### src/rtl/exa_crosb_pkg.sv
// exa_crosb_pkg -- shared types, widths and helpers for the ExaNet crossbar arbiters.
// rev 1.0
`default_nettype none

package exa_crosb_pkg;

  function automatic int clog2_min1(input int n);
    return (n > 1) ? $clog2(n) : 1;
  endfunction

  localparam int DEF_PRIO_NUM   = 2;
  localparam int DEF_VC_NUM     = 2;
  localparam int DEF_OUTPUT_NUM = 4;
  localparam int DEF_N_CH       = DEF_PRIO_NUM * DEF_VC_NUM;
  localparam int DEF_CH_W       = clog2_min1(DEF_N_CH);
  localparam int DEF_OUT_W      = clog2_min1(DEF_OUTPUT_NUM);
  localparam int DEF_VC_W       = clog2_min1(DEF_VC_NUM);

  typedef enum logic [0:0] {
    IDLE = 1'b0,
    XFER = 1'b1
  } state_e;

  function automatic int ch_idx(input int prio, input int vc, input int vc_num);
    return prio * vc_num + vc;
  endfunction

endpackage

`default_nettype wire

### src/rtl/exa_crosb_rr_pick.sv
// exa_crosb_rr_pick -- round-robin picker: first set request at or after the pointer.
// rev 1.0
`default_nettype none

module exa_crosb_rr_pick #(
  parameter int  WIDTH = 4,
  localparam int IDX_W = (WIDTH > 1) ? $clog2(WIDTH) : 1
) (
  input  logic [WIDTH-1:0] i_req,
  input  logic [IDX_W-1:0] i_ptr,
  output logic [WIDTH-1:0] o_grant,
  output logic [IDX_W-1:0] o_idx,
  output logic             o_valid
);

  logic [IDX_W-1:0] j;

  always_comb begin
    o_grant = '0;
    o_idx   = '0;
    o_valid = 1'b0;
    j       = '0;
    for (int k = 0; k < WIDTH; k++) begin
      j = IDX_W'((int'(i_ptr) + k) % WIDTH);
      if (!o_valid && i_req[j]) begin
        o_grant[j] = 1'b1;
        o_idx      = j;
        o_valid    = 1'b1;
      end
    end
  end

endmodule

`default_nettype wire

### src/rtl/exa_crosb_input_arbiter_with_vcs.sv
// exa_crosb_input_arbiter_with_vcs -- per-input crossbar arbiter: builds per-output VC
// requests, accepts one grant, confirms it with cts and streams the packet. rev 1.0
`default_nettype none

module exa_crosb_input_arbiter_with_vcs
  import exa_crosb_pkg::*;
#(
  parameter int  PRIO_NUM   = DEF_PRIO_NUM,
  parameter int  VC_NUM     = DEF_VC_NUM,
  parameter int  OUTPUT_NUM = DEF_OUTPUT_NUM,
  localparam int N_CH       = PRIO_NUM * VC_NUM,
  localparam int CH_W       = clog2_min1(N_CH),
  localparam int OUT_W      = clog2_min1(OUTPUT_NUM),
  localparam int VC_W       = clog2_min1(VC_NUM),
  localparam int PRIO_W     = clog2_min1(PRIO_NUM)
) (
  input  logic                  clk,
  input  logic                  resetn,
  input  logic [N_CH-1:0]       i_valid,
  input  logic [OUT_W-1:0]      i_dest [N_CH],
  input  logic [N_CH-1:0]       i_last,
  input  logic [OUTPUT_NUM-1:0] i_grant,
  input  logic [OUTPUT_NUM-1:0] i_out_ready,
  output logic [N_CH-1:0]       o_request [OUTPUT_NUM],
  output logic [OUTPUT_NUM-1:0] o_cts,
  output logic [N_CH-1:0]       o_pop,
  output logic [CH_W-1:0]       o_ch_sel,
  output logic [OUT_W-1:0]      o_out_sel,
  output logic                  o_flit_valid,
  output logic                  o_last
);

  state_e                state_q, state_d;
  logic [OUT_W-1:0]      out_ptr_q, out_ptr_d;
  logic [OUT_W-1:0]      out_sel_q, out_sel_d;
  logic [CH_W-1:0]       ch_sel_q, ch_sel_d;
  logic [OUTPUT_NUM-1:0] cts_q, cts_d;
  logic [N_CH-1:0]       pop_mask_q, pop_mask_d;
  logic [VC_W-1:0]       vc_ptr_q [PRIO_NUM];
  logic [VC_W-1:0]       vc_ptr_d [PRIO_NUM];

  logic                  idle;
  logic [N_CH-1:0]       req_raw [OUTPUT_NUM];
  logic [OUTPUT_NUM-1:0] gnt_vec;

  // Requests are only offered while idle and out of reset; a grant counts only
  // when this input actually asked that output for something.
  assign idle = (state_q == IDLE) && resetn;

  always_comb begin
    for (int o = 0; o < OUTPUT_NUM; o++) begin
      for (int c = 0; c < N_CH; c++) begin
        req_raw[o][c] = idle && i_valid[c] && (i_dest[c] == OUT_W'(o));
      end
      gnt_vec[o] = i_grant[o] && (|req_raw[o]);
    end
  end

  assign o_request = req_raw;

  logic [OUTPUT_NUM-1:0] out_win_oh;
  logic [OUT_W-1:0]      out_win_idx;
  logic                  out_win_valid;

  exa_crosb_rr_pick #(.WIDTH(OUTPUT_NUM)) u_out_pick (
    .i_req   (gnt_vec),
    .i_ptr   (out_ptr_q),
    .o_grant (out_win_oh),
    .o_idx   (out_win_idx),
    .o_valid (out_win_valid)
  );

  logic [N_CH-1:0]     win_req;
  logic [N_CH-1:0]     vc_oh_all;
  logic [VC_W-1:0]     vc_idx [PRIO_NUM];
  logic [PRIO_NUM-1:0] prio_has_req;

  assign win_req = req_raw[out_win_idx];

  generate
    for (genvar p = 0; p < PRIO_NUM; p++) begin : g_prio
      exa_crosb_rr_pick #(.WIDTH(VC_NUM)) u_vc_pick (
        .i_req   (win_req[p*VC_NUM +: VC_NUM]),
        .i_ptr   (vc_ptr_q[p]),
        .o_grant (vc_oh_all[p*VC_NUM +: VC_NUM]),
        .o_idx   (vc_idx[p]),
        .o_valid (prio_has_req[p])
      );
    end
  endgenerate

  logic [PRIO_W-1:0] win_prio;
  logic [VC_W-1:0]   win_vc;
  logic [CH_W-1:0]   win_ch;
  logic [N_CH-1:0]   win_ch_oh;

  // Highest-numbered priority level with a request wins.
  always_comb begin
    win_prio  = '0;
    win_ch_oh = '0;
    for (int p = 0; p < PRIO_NUM; p++) begin
      if (prio_has_req[p]) win_prio = PRIO_W'(p);
    end
    win_vc = vc_idx[win_prio];
    win_ch = CH_W'(ch_idx(int'(win_prio), int'(win_vc), VC_NUM));
    for (int p = 0; p < PRIO_NUM; p++) begin
      if (PRIO_W'(p) == win_prio) win_ch_oh[p*VC_NUM +: VC_NUM] = vc_oh_all[p*VC_NUM +: VC_NUM];
    end
  end

  logic flit;
  logic flit_last;

  assign flit      = (state_q == XFER) && i_valid[ch_sel_q] && i_out_ready[out_sel_q];
  assign flit_last = flit && i_last[ch_sel_q];

  always_comb begin
    state_d    = state_q;
    out_ptr_d  = out_ptr_q;
    out_sel_d  = out_sel_q;
    ch_sel_d   = ch_sel_q;
    cts_d      = cts_q;
    pop_mask_d = pop_mask_q;
    vc_ptr_d   = vc_ptr_q;
    case (state_q)
      IDLE: begin
        if (out_win_valid) begin
          state_d    = XFER;
          out_sel_d  = out_win_idx;
          ch_sel_d   = win_ch;
          cts_d      = out_win_oh;
          pop_mask_d = win_ch_oh;
          out_ptr_d  = (out_win_idx == OUT_W'(OUTPUT_NUM - 1)) ? '0 : out_win_idx + 1'b1;
          vc_ptr_d[win_prio] = (win_vc == VC_W'(VC_NUM - 1)) ? '0 : win_vc + 1'b1;
        end
      end
      XFER: begin
        if (flit_last) begin
          state_d = IDLE;
          cts_d   = '0;
        end
      end
      default: begin
        state_d = IDLE;
        cts_d   = '0;
      end
    endcase
  end

  always_ff @(posedge clk) begin
    if (!resetn) begin
      state_q    <= IDLE;
      out_ptr_q  <= '0;
      out_sel_q  <= '0;
      ch_sel_q   <= '0;
      cts_q      <= '0;
      pop_mask_q <= '0;
      for (int p = 0; p < PRIO_NUM; p++) vc_ptr_q[p] <= '0;
    end else begin
      state_q    <= state_d;
      out_ptr_q  <= out_ptr_d;
      out_sel_q  <= out_sel_d;
      ch_sel_q   <= ch_sel_d;
      cts_q      <= cts_d;
      pop_mask_q <= pop_mask_d;
      for (int p = 0; p < PRIO_NUM; p++) vc_ptr_q[p] <= vc_ptr_d[p];
    end
  end

  assign o_cts        = cts_q;
  assign o_pop        = flit ? pop_mask_q : '0;
  assign o_flit_valid = flit;
  assign o_last       = flit_last;
  assign o_ch_sel     = ch_sel_q;
  assign o_out_sel    = out_sel_q;

endmodule

`default_nettype wire

### config.mk
export PLATFORM = sky130hd
export DESIGN_NAME = exa_crosb_input_arbiter_with_vcs
export DESIGN_NICKNAME = d
export VERILOG_FILES = /design/src/rtl/exa_crosb_pkg.sv /design/src/rtl/exa_crosb_rr_pick.sv /design/src/rtl/exa_crosb_input_arbiter_with_vcs.sv
export SDC_FILE = /design/constraint.sdc
export NUM_CORES = 1
export LEC_CHECK = 0
export BUFFER_PORTS_ARGS = -buffer_cell sky130_fd_sc_hd__buf_4
export CAP_MARGIN = 20
export CORE_AREA = 2 2 61 91
export CTS_BUF_LIST = sky130_fd_sc_hd__clkbuf_2 sky130_fd_sc_hd__clkbuf_4 sky130_fd_sc_hd__clkbuf_8
export DETAILED_ROUTE_END_ITERATION = 10
export DIE_AREA = 0 0 63 93
export PLACE_DENSITY = 0.61
export RECOVER_POWER = 50
export SLEW_MARGIN = 40
export SYNTH_ARGS = -nofsm -noshare
export SYNTH_HDL_FRONTEND = slang
export SYNTH_SLANG_ARGS = --single-unit
export TNS_END_PERCENT = 5
### constraint.sdc
create_clock -name clk -period 4.7 [get_ports clk]
set_input_delay 0 -clock clk [delete_from_list [all_inputs] [get_ports clk]]
set_output_delay 0 -clock clk [all_outputs]
set_load 0.01 [all_outputs]
==> summary by stage <==
Run status
The run finished with clean final reports.

Pwr
The analysis attributes to net switching a power of roughly 0.26 mW. The switching part of the total power is about two fifths. Summed over all cells, the static leakage comes to 0.917 nW. The relative contribution of sequential cells to total power is 29.9%.

VDD sags by at most 0.161 mV. The clock network fraction of total power is 18.9%. The power density normalized to cell area is 259 nW/um^2.

The internal power is 0.361 mW. Per report_power, the combinational group accounts for 51.2% of the total.

Synthesis
In this run the cell area of the synthesized design comes to 1960 sq um. For this run, the number of Yosys warnings is 0. The post-synthesis average cell area is 7.90 sq um.

The total nets after synthesis is about 280. Of the synthesized area, sequential elements account for 17.4%. Synthesis produced a netlist whose cell count is 248. In the synthesized netlist the async set-or-reset flop fraction comes to 0%. The unique cell type count in the Yosys netlist is just over 60. After synthesis the netlist holds a flip-flop and latch count of 17. The predominant post-synthesis flop cell is sky130_fd_sc_hd__dfxtp_1. Counting flops with a built-in enable in the synthesized netlist gives 0.

Worst setup path
By startpoint and endpoint, the worst setup path is classified as flop to flop. The largest fanout on the critical path is 13. The critical path launch point type is a flop. Walking the worst path, the cells encountered are clkinv_1 > buf_4 > ha_1 > nor2b_1 > a221oi_2 > o32ai_1 > o21ai_2 > xnor2_1 > nor4b_4 > a311o_1. The required time of the worst setup path is 4840 ps. The standard cell with the maximum stage delay on the critical path is sky130_fd_sc_hd__o32ai_1.

The worst register-to-register path has a setup slack of 1160 ps. Tracing the worst setup path back leads to its startpoint at out_ptr_q[1]. Grouping stages by cell kind, the critical path spends the most delay in compound AO/OA/AOI/OAI gates.

The data arrival time of the critical path is roughly 3700 ps. The critical path contains buffers and inverters numbering 2 combined. The worst setup path is captured at a flop. In this run the critical register-to-register path is launched from out_ptr_q[1].

The largest single stage delay on the critical path is 650 ps.

Layout
The count of fill cells added during filler insertion is 556. The antenna cell count is 0. The area of all placed cells without fillers is 2400 sq um. The fraction of final layout cells sized beyond drive strength 1 is 19.3%. Relative to the synthesized area, the layout overhead comes to 22.7%. At the end of the flow, the number of nets in the layout was 336.

Placed design
OpenSTA, run right after detailed placement, puts the worst setup slack at 1220 ps. The area after detailed placement is around 2400 sq um. The routability congestion estimate is 0.924. After legalization and detailed placement, the total HPWL measured ~5000 microns.

The count of port buffers added during placement is between 50 and 60.

Drt
The number of nets still failing antenna checks after routing is 0. The total iterations of the first detailed-routing run is 4. The via density per instance is 5.92. In the routed design, unresolved DRC markers number 0. Summed over all layers, the routed wires come to 6280 microns. The total number of vias is 2186. The wire length per cell is 17.0 microns. The number of violations reported at the end of detailed-routing iteration 0 is 73.

Floorplan
The die is a little over 90 microns tall. The placeable core region is 5080 sq um. 56 I/O pins were placed. The initial core utilization is 38.5%. The horizontal die dimension is about 63 microns. The number of cell rows is 32. The die covers 5860 sq um.

GRT
The via count of the first global-routing pass is 2098. The first global-routing pass estimated 10300 microns of wire. The total routing usage reported by global routing is 21.8%. The final global-route overflow total is 0.

Entering global routing, the biggest net connects 23 pins. The number of antenna violations at the first check in global routing is 0.

Clock tree
The CTS H-tree depth is 1. The clock tree from TritonCTS is built. The later pin in the worst-skew pair is clocked with a latency of approximately 250 ps. Buffers added to address setup during post-CTS repair amount to 0. In this run the clock root is driven by a sky130_fd_sc_hd__clkbuf_8. The number of buffers inserted during clock tree synthesis is 3. The maximum count of clock buffers along a single path is 2. The number of resized instances in the post-cts repair step is 0. Clock-pin slew was measured on the worst setup and hold paths at 70 ps.

After clock tree synthesis, the flow added hold-fix buffers numbering 0. The clock sink total is 17.

STA
For the pin with the worst max-slew slack, the measured transition is 693 ps. The hold violation total from the final report is 0. Derived from the worst setup path, the maximum achievable clock frequency is ~280 MHz. The number of endpoints failing setup at the final stage is 0. The worst clock skew is 5.88 ps. Headroom to the max-slew limit came out at 53.7%. Subtracting the final worst setup slack from the clock period gives ~3500 ps. The final max-slew violation count is 0. Setup repair after global routing left no endpoint under its margin. Dividing the final minimum period by the clock period gives 75.3%.

The setup total negative slack is 0 ps. The final setup slack of the worst path is 1160 ps.

Min path
The startpoint identified for the worst hold timing path is resetn. The worst hold path belongs to the class primary input to flop.

Flow run
The tool flagged a number of max-cap violations equal to 0.
[worst reg2reg max path, delay by kind of cell, from the launching register on]
kind,cells,cell delay [ps]
adders and majority gates,1,530
DFF,1,530
AOI/OAI and AO/OA,4,1340
xor gates and xnor gates,1,280
buffers and inverters,2,300
and+or+nand+nor,2,460
[stage by stage]
| stage | power (mW) | hold WS [ps] | instances | utilization, % |
|---|---|---|---|---|
| floorplan | 0.408 | 47.5 | 248 | - |
| global placement | 0.516 | 301 | 365 | 47.9 |
| detailed placement | 0.516 | 300 | 365 | 47.9 |
| CTS | 0.635 | 81.2 | 369 | 48.9 |
| global route | 0.666 | 93.7 | 369 | 47.3 |
| finish | 0.622 | 84.4 | 369 | 47.3 |
[cell usage after synthesis (3+ instances only)]
cell	number	area share, %
sky130_fd_sc_hd__a211oi_1	3	1.1
sky130_fd_sc_hd__a21oi_1	14	3.6
sky130_fd_sc_hd__a22o_1	5	2.2
sky130_fd_sc_hd__a22oi_1	6	2.3
sky130_fd_sc_hd__a31oi_1	4	1.3
sky130_fd_sc_hd__and2_1	12	3.8
sky130_fd_sc_hd__and3_1	4	1.3
sky130_fd_sc_hd__clkbuf_1	6	1.1
sky130_fd_sc_hd__dfxtp_1	17	17
sky130_fd_sc_hd__ha_1	8	5.1
sky130_fd_sc_hd__inv_1	8	1.5
sky130_fd_sc_hd__mux2i_1	7	3.6
sky130_fd_sc_hd__mux4_2	4	4.6
sky130_fd_sc_hd__nand2_1	25	4.8
sky130_fd_sc_hd__nand2b_1	4	1.3
sky130_fd_sc_hd__nand3_1	8	2.0
sky130_fd_sc_hd__nand4bb_1	5	2.9
sky130_fd_sc_hd__nor2_1	20	3.8
sky130_fd_sc_hd__nor2b_1	3	0.96
sky130_fd_sc_hd__nor3_1	9	2.3
sky130_fd_sc_hd__o211ai_1	13	5.0
sky130_fd_sc_hd__o21a_1	4	1.5
sky130_fd_sc_hd__o21ai_0	6	1.5
sky130_fd_sc_hd__o21ai_1	3	0.77
sky130_fd_sc_hd__o22ai_1	5	1.6
sky130_fd_sc_hd__o32ai_1	3	1.3
[final cells by class]
cell class | count | area (sq um) | area share (%)
multi-input cells | 213 | 1540 | 64.0
repair buffers | 58 | 357 | 14.8
flip-flops and latches | 17 | 340 | 14.2
well taps | 68 | 85.1 | 3.54
clock buffers | 4 | 48.8 | 2.03
inverters | 9 | 33.8 | 1.40
[per-layer routing]
layer / GRT usage, % / part of all wire, % / vias up
li1: - / - / 1073
met1: 25.1 / 40 / 1046
met2: 41.0 / 55 / 53
met3: 2.77 / 3.1 / 14
met4: 6.85 / 2.6 / 0
met5: 0 / 0 / -
[flip-flops by register name, summed over array words and instances, names as in the netlist]
register and flops:
o_ch_sel 2, out_ptr_q 2, pop_mask_q 4, vc_ptr_q 2
o_out_sel 2, o_cts 4, state_q 1
[power by group through the flow]
stage	combinational (mW)	clock [mW]	sequential, mW
3_3_place_gp	0.327	0	0.189
6_report	0.318	0.118	0.186
3_5_place_dp	0.326	0	0.190
5_1_grt	0.350	0.126	0.190
4_1_cts	0.327	0.121	0.187
2_1_floorplan	0.220	0	0.188
[layout by cell type, fill, tap and decap left out, types with 3 or more instances in the layout]
cell type,netlist,layout
sky130_fd_sc_hd__mux2i_1,7,7
sky130_fd_sc_hd__nand2b_1,4,4
sky130_fd_sc_hd__a31oi_1,4,4
sky130_fd_sc_hd__dfxtp_1,17,17
sky130_fd_sc_hd__ha_1,8,8
sky130_fd_sc_hd__inv_1,8,8
sky130_fd_sc_hd__o22ai_1,5,5
sky130_fd_sc_hd__nor2_1,20,20
sky130_fd_sc_hd__nor3_1,9,9
sky130_fd_sc_hd__and3_1,4,4
sky130_fd_sc_hd__buf_4,2,37
sky130_fd_sc_hd__o211ai_1,13,13
sky130_fd_sc_hd__nand4bb_1,5,5
sky130_fd_sc_hd__o21ai_1,3,3
sky130_fd_sc_hd__a21oi_1,14,13
sky130_fd_sc_hd__a22o_1,5,5
sky130_fd_sc_hd__clkbuf_8,0,3
sky130_fd_sc_hd__clkbuf_1,6,21
sky130_fd_sc_hd__nor2b_1,3,3
sky130_fd_sc_hd__a22oi_1,6,6
sky130_fd_sc_hd__o32ai_1,3,3
sky130_fd_sc_hd__mux4_2,4,4
sky130_fd_sc_hd__and2_1,12,11
sky130_fd_sc_hd__nand2_1,25,25
sky130_fd_sc_hd__o21a_1,4,4
sky130_fd_sc_hd__nand3_1,8,8
sky130_fd_sc_hd__o21ai_0,6,6
sky130_fd_sc_hd__a211oi_1,3,3
[cell families (layout without fill, tap and decap cells)]
| family | count (synthesis) | in the layout | share of synthesized area [%] |
|---|---|---|---|
| flops | 17 | 17 | 17.4 |
| compound gates | 92 | 92 | 35.6 |
| simple gates | 100 | 100 | 28.5 |
| xor+xnor | 2 | 2 | 1.28 |
| mux | 11 | 11 | 8.17 |
| buf+inv | 18 | 71 | 3.89 |
| fa+ha+maj | 8 | 8 | 5.11 |
[path summary, 6_finish.rpt]
path / endpoint / cells past startpoint
worst min register to register: pop_mask_q[2] / 2
worst min-delay path: pop_mask_q[3] / 2
worst max register to register: o_ch_sel[0] / 10
worst max-delay path: o_ch_sel[0] / 10
(Power assumes the default switching activity.)
